## config.mk

```make
export PLATFORM = sky130hd
export DESIGN_NAME = stopwatch_ctrl
export DESIGN_NICKNAME = d
export VERILOG_FILES = /design/src/rtl/stopwatch_ctrl.sv
export SDC_FILE = /design/constraint.sdc
export NUM_CORES = 1
export LEC_CHECK = 0
export ABC_CLOCK_PERIOD_IN_PS = 2900
export BUFFER_PORTS_ARGS = -buffer_cell sky130_fd_sc_hd__clkbuf_2
export CORE_MARGIN = 2
export CORE_UTILIZATION = 28
export DETAILED_ROUTE_END_ITERATION = 10
export GPL_ROUTABILITY_DRIVEN = 0
export HOLD_SLACK_MARGIN = 0.02
export PLACE_DENSITY = 0.42
export SETUP_SLACK_MARGIN = 0.15
export SKIP_CTS_REPAIR_TIMING = 1
export SLEW_MARGIN = 20
export SYNTH_ARGS = -nofsm -noshare
export SYNTH_HDL_FRONTEND = slang
export SYNTH_SLANG_ARGS = --single-unit
```

## constraint.sdc

```tcl
create_clock -name clk -period 2.9 [get_ports clk]
set_input_delay 0.145 -clock clk [delete_from_list [all_inputs] [get_ports clk]]
set_output_delay 0.145 -clock clk [all_outputs]
set_load 0.03 [all_outputs]
```

## src/rtl/stopwatch_ctrl.sv

```systemverilog
// 4-digit BCD stopwatch controller: run/pause/clear FSM, tick prescaler, digit scan.
// Optional lap/hold display enabled by defining STOPWATCH_LAP_EN.
module stopwatch_ctrl #(
    parameter int TICK_DIV = 100000,
    parameter int SCAN_DIV = 1000
) (
    input  logic        clk,
    input  logic        rst,
    input  logic        start_stop,
    input  logic        clear,
    input  logic        lap,
    output logic        run,
    output logic [15:0] bcd,
    output logic        ovf,
    output logic [3:0]  digit_sel,
    output logic [3:0]  digit_val
);

    localparam int TW = $clog2(TICK_DIV);
    localparam int SW = $clog2(SCAN_DIV);

    typedef enum logic [1:0] {IDLE, RUN, PAUSE} state_t;

    state_t          state;
    state_t          state_next;
    logic [TW-1:0]   presc;
    logic            tick;
    logic [3:0]      dig [4];
    logic [4:0]      inc;
    logic [15:0]     live;
    logic [15:0]     disp;
    logic [SW-1:0]   scnt;
    logic            scan_wrap;
    logic [1:0]      idx;
    logic [1:0]      idx_next;

    always_ff @(posedge clk) begin
        if (rst) state <= IDLE;
        else     state <= state_next;
    end

    always_comb begin
        state_next = state;
        if (clear) begin
            state_next = IDLE;
        end else if (start_stop) begin
            case (state)
                IDLE:    state_next = RUN;
                RUN:     state_next = PAUSE;
                PAUSE:   state_next = RUN;
                default: state_next = IDLE;
            endcase
        end
    end

    assign run  = (state == RUN);
    assign tick = (state == RUN) && (presc == TW'(TICK_DIV - 1));

    // Prescaler freezes in PAUSE so a resumed run keeps its fractional tick.
    always_ff @(posedge clk) begin
        if (rst || clear) presc <= '0;
        else if (state == RUN) presc <= tick ? '0 : presc + 1'b1;
    end

    always_comb begin
        inc[0] = tick;
        for (int k = 0; k < 4; k++) begin
            inc[k+1] = inc[k] && (dig[k] == 4'd9);
        end
    end

    always_ff @(posedge clk) begin
        if (rst || clear) begin
            for (int k = 0; k < 4; k++) dig[k] <= 4'd0;
            ovf <= 1'b0;
        end else begin
            for (int k = 0; k < 4; k++) begin
                if (inc[k]) dig[k] <= (dig[k] == 4'd9) ? 4'd0 : dig[k] + 4'd1;
            end
            ovf <= inc[4];
        end
    end

    assign live = {dig[3], dig[2], dig[1], dig[0]};

`ifdef STOPWATCH_LAP_EN
    logic        hold;
    logic [15:0] lap_q;

    always_ff @(posedge clk) begin
        if (rst || clear) begin
            hold  <= 1'b0;
            lap_q <= '0;
        end else if (lap && state != IDLE) begin
            hold <= ~hold;
            if (!hold) lap_q <= live;
        end
    end

    assign disp = hold ? lap_q : live;
`else
    logic unused_lap;
    assign unused_lap = lap;
    assign disp       = live;
`endif

    assign bcd = disp;

    assign scan_wrap = (scnt == SW'(SCAN_DIV - 1));
    assign idx_next  = scan_wrap ? idx + 2'd1 : idx;

    // Value is fetched with the next index so it lands on the same edge.
    always_ff @(posedge clk) begin
        if (rst) begin
            scnt      <= '0;
            idx       <= 2'd0;
            digit_val <= 4'd0;
        end else begin
            scnt      <= scan_wrap ? '0 : scnt + 1'b1;
            idx       <= idx_next;
            digit_val <= disp[{idx_next, 2'b00} +: 4];
        end
    end

    assign digit_sel = ~(4'b0001 << idx);

endmodule
```

==> impl_metrics.toml <==
[clock_tree]
clockRootBuffer = "clkbuf_8"
path_clk_slew_ps = 100
cts_buffer_depth = 2
cts_buffers = 5
cts_tree = "done"
htree_levels = 2
clock_sinks = 52
clk_latency_ps = 300

[setup_path]
crit_chain = "ha_1, and3_2, nand3_1, or3_4, o21ai_0"
worstSetupPathType = "flop to flop"
r2r_cells = 5
cp-end-kind = "flop"
slowest_delay_ps = 480
critPathMaxFanout = 4
slowest_stage = "o21ai_0"
crit_path_start_kind = "flop"
worstPathRequired_ps = 2850
arrival_ps = 2120

[timing]
finalSetupViolCount = 0
fin_crit_ps = 2170
slew_headroom = 0.467
finalClockSkew_ps = 6.13
rsz0062_at_grt = "false"
finalMaxSlewViolations = 0
finalCritPeriodShare = 0.749
tightest_slew_ps = 794
setup_tns_ps = 0
max_freq_ghz = 0.460
finalHoldViolCount = 0

[power]
p_int_w = 0.00103
power_w = 0.00135
p_comb_frac = 0.068
swShare = 0.239
p_switching_w = 0.000323
vdd_ir_drop_max_mv = 0.162
power_frac_seq = 0.583
clock_power_share = 0.348
total_leakage_power_nw = 1.13
p_per_area_nw_per_um2 = 436

[grt]
grt_max_degree = 19
grt_antenna_before_repair = 0
grt-ovfl-total = 0
first_global_vias = 1785
grt_pass1_wl_mm = 9.00
grt_usage = 0.110

[floorplan]
die_height_um = 102
dieArea_um2 = 10500
die_w_um = 102
num_rows = 35
core_area_um2 = 9330
boundaryPins = 31
start_util = 0.291

[drt]
wl_mm = 5.49
drtPass1Iterations = 4
routedWlPerCell_um = 12.7
viasPerCell = 4.58
drt_iter0_drc = 53
antenna_left = 0
drc = 0
vias = 1985

[min_path]
hold_depth = 3
hold_class = "input pin to flop"

[placement]
port_buffers = 29
dp_hpwl_mm = 4.00
dp.cells = 425

[finish]
utilization = 0.333
nFillCells = 983
finalNonFillerCells = 433
syn_to_final_growth_pct = 14.5
drive_gt1_frac = 0.191
diodes = 0
layout.nets = 322

[synthesis]
synth_seq_cells = 52
syn_nets = 291
synth_area_um2 = 2710
ys_seq_area_frac = 0.443
yosysWarningCount = 0
syn_inst = 272
avgSynthCellArea_um2 = 9.97
ys_types = 43

[outcome]
status = "finished clean"

[flow_run]
maxCapViolations = 0
## registers in the layout, indices dropped and copies added, names as in the netlist
register,flops
dig,16
presc,17
scnt,10
digit_val,4
ovf,1
idx,2
state,2
## cells by family (layout without fill, tap and decap cells)
family,Yosys count,after routing,share of synthesized area
AOI/OAI and AO/OA,15,15,0.0346
buffers and inverters,20,52,0.0351
and+or+nand+nor,128,128,0.250
xor gates and xnor gates,31,31,0.100
adders and majority gates,14,14,0.0646
muxes,12,12,0.0729
DFF,52,52,0.443
## stage by stage
| step | worst slack (ps) | hold slack [ps] | cell area [um2] |
|---|---|---|---|
| 2_1_floorplan | 674 | 293 | 2710 |
| 3_3_place_gp | 744 | 428 | 3000 |
| 3_5_place_dp | 730 | 437 | 3000 |
| 4_1_cts | 706 | 112 | 3110 |
| 5_1_grt | 596 | 104 | 3110 |
| 6_report | 728 | 117 | 3110 |
## area by class of cell
class                      count  area (um2)  share of cell area
clock buffer                   7         101              0.0326
clock inverter                 1        5.00             0.00161
inverter                      10        37.5              0.0121
multi-input combinational    200        1420               0.456
sequential                    52        1200               0.387
tap                          129         161              0.0520
timing repair buffer          34         183              0.0588
## worst max-delay path: cells and delay by family (launching register included)
family | cells | cell delay [ps]
DFF | 1 | 390
and+or+nand+nor | 3 | 740
adders and majority gates | 1 | 210
AOI/OAI and AO/OA | 1 | 480
## power by group through the flow
stage | logic [W] | clock network (W) | registers, W
2_1_floorplan | 0.0000461 | 0 | 0.000822
3_3_place_gp | 0.0000940 | 0 | 0.000807
3_5_place_dp | 0.0000935 | 0 | 0.000807
4_1_cts | 0.0000939 | 0.000502 | 0.000790
5_1_grt | 0.000100 | 0.000531 | 0.000793
6_report | 0.0000922 | 0.000471 | 0.000789
## per-layer routing
| layer | global-route usage | part of all wire | vias to the layer above | wire, um |
|---|---|---|---|---|
| met5 | 0 | 0 | - | 0 |
| met1 | 0.154 | 0.49 | 926 | 2710 |
| li1 | - | - | 1019 | - |
| met4 | 0.0308 | 0.0086 | 0 | 47 |
| met3 | 0.0253 | 0.046 | 5 | 251 |
| met2 | 0.169 | 0.45 | 35 | 2490 |
## synth_stat cells (all sizes together)
cell     instances  share of area
nor2            39          0.054
dfxtp           36           0.27
nor3            19          0.035
xor2            18          0.058
edfxtp          16           0.18
nand2           16          0.022
ha              14          0.065
xnor2           13          0.042
nand3           12          0.022
inv             10          0.014
nand4            9          0.021
and3             7          0.017
clkbuf           7          0.013
mux4             6          0.050
a21oi            5         0.0092
mux2i            4          0.015
nor3b            4          0.011
o21ai            4         0.0074
buf              3         0.0078
nand3b           3         0.0083
nor4             3          0.012
or2              3         0.0078
and2             2         0.0046
and3b            2         0.0065
mux2             2         0.0083
nand2b           2         0.0046
nor2b            2         0.0046
or3              2         0.0065
a211oi           1         0.0028
and4             1         0.0037
nor4b            1         0.0055
nor4bb           1         0.0037
o2111ai          1         0.0032
o211ai           1         0.0028
o311ai           1         0.0032
o31ai            1         0.0028
o41ai            1         0.0032
## worst paths after layout
kind,to,from,slack [ps]
max,dig[3][3],presc[0],730
min,state[0],start_stop,120
max reg2reg,dig[3][3],presc[0],730
min reg2reg,scnt[0],scnt[0],490
## cells in the final DEF, fill, tap and decap left out, types with 2 or more instances in the layout
cell type / count
nor2_1: 39
dfxtp_1: 36
clkbuf_2: 29
nor3_1: 19
xor2_1: 18
nand2_1: 16
edfxtp_1: 16
ha_1: 14
xnor2_1: 13
nand3_1: 12
inv_1: 10
nand4_1: 9
mux4_2: 6
and3_1: 6
a21oi_1: 5
clkbuf_8: 5
buf_4: 5
nor3b_1: 4
o21ai_0: 4
mux2i_1: 4
nand3b_1: 3
nor2b_1: 2
and3b_1: 2
and2_1: 2
or2_2: 2
nand2b_1: 2
mux2_2: 2
nor4_1: 2
No activity file was read; power rests on OpenSTA's default activity.
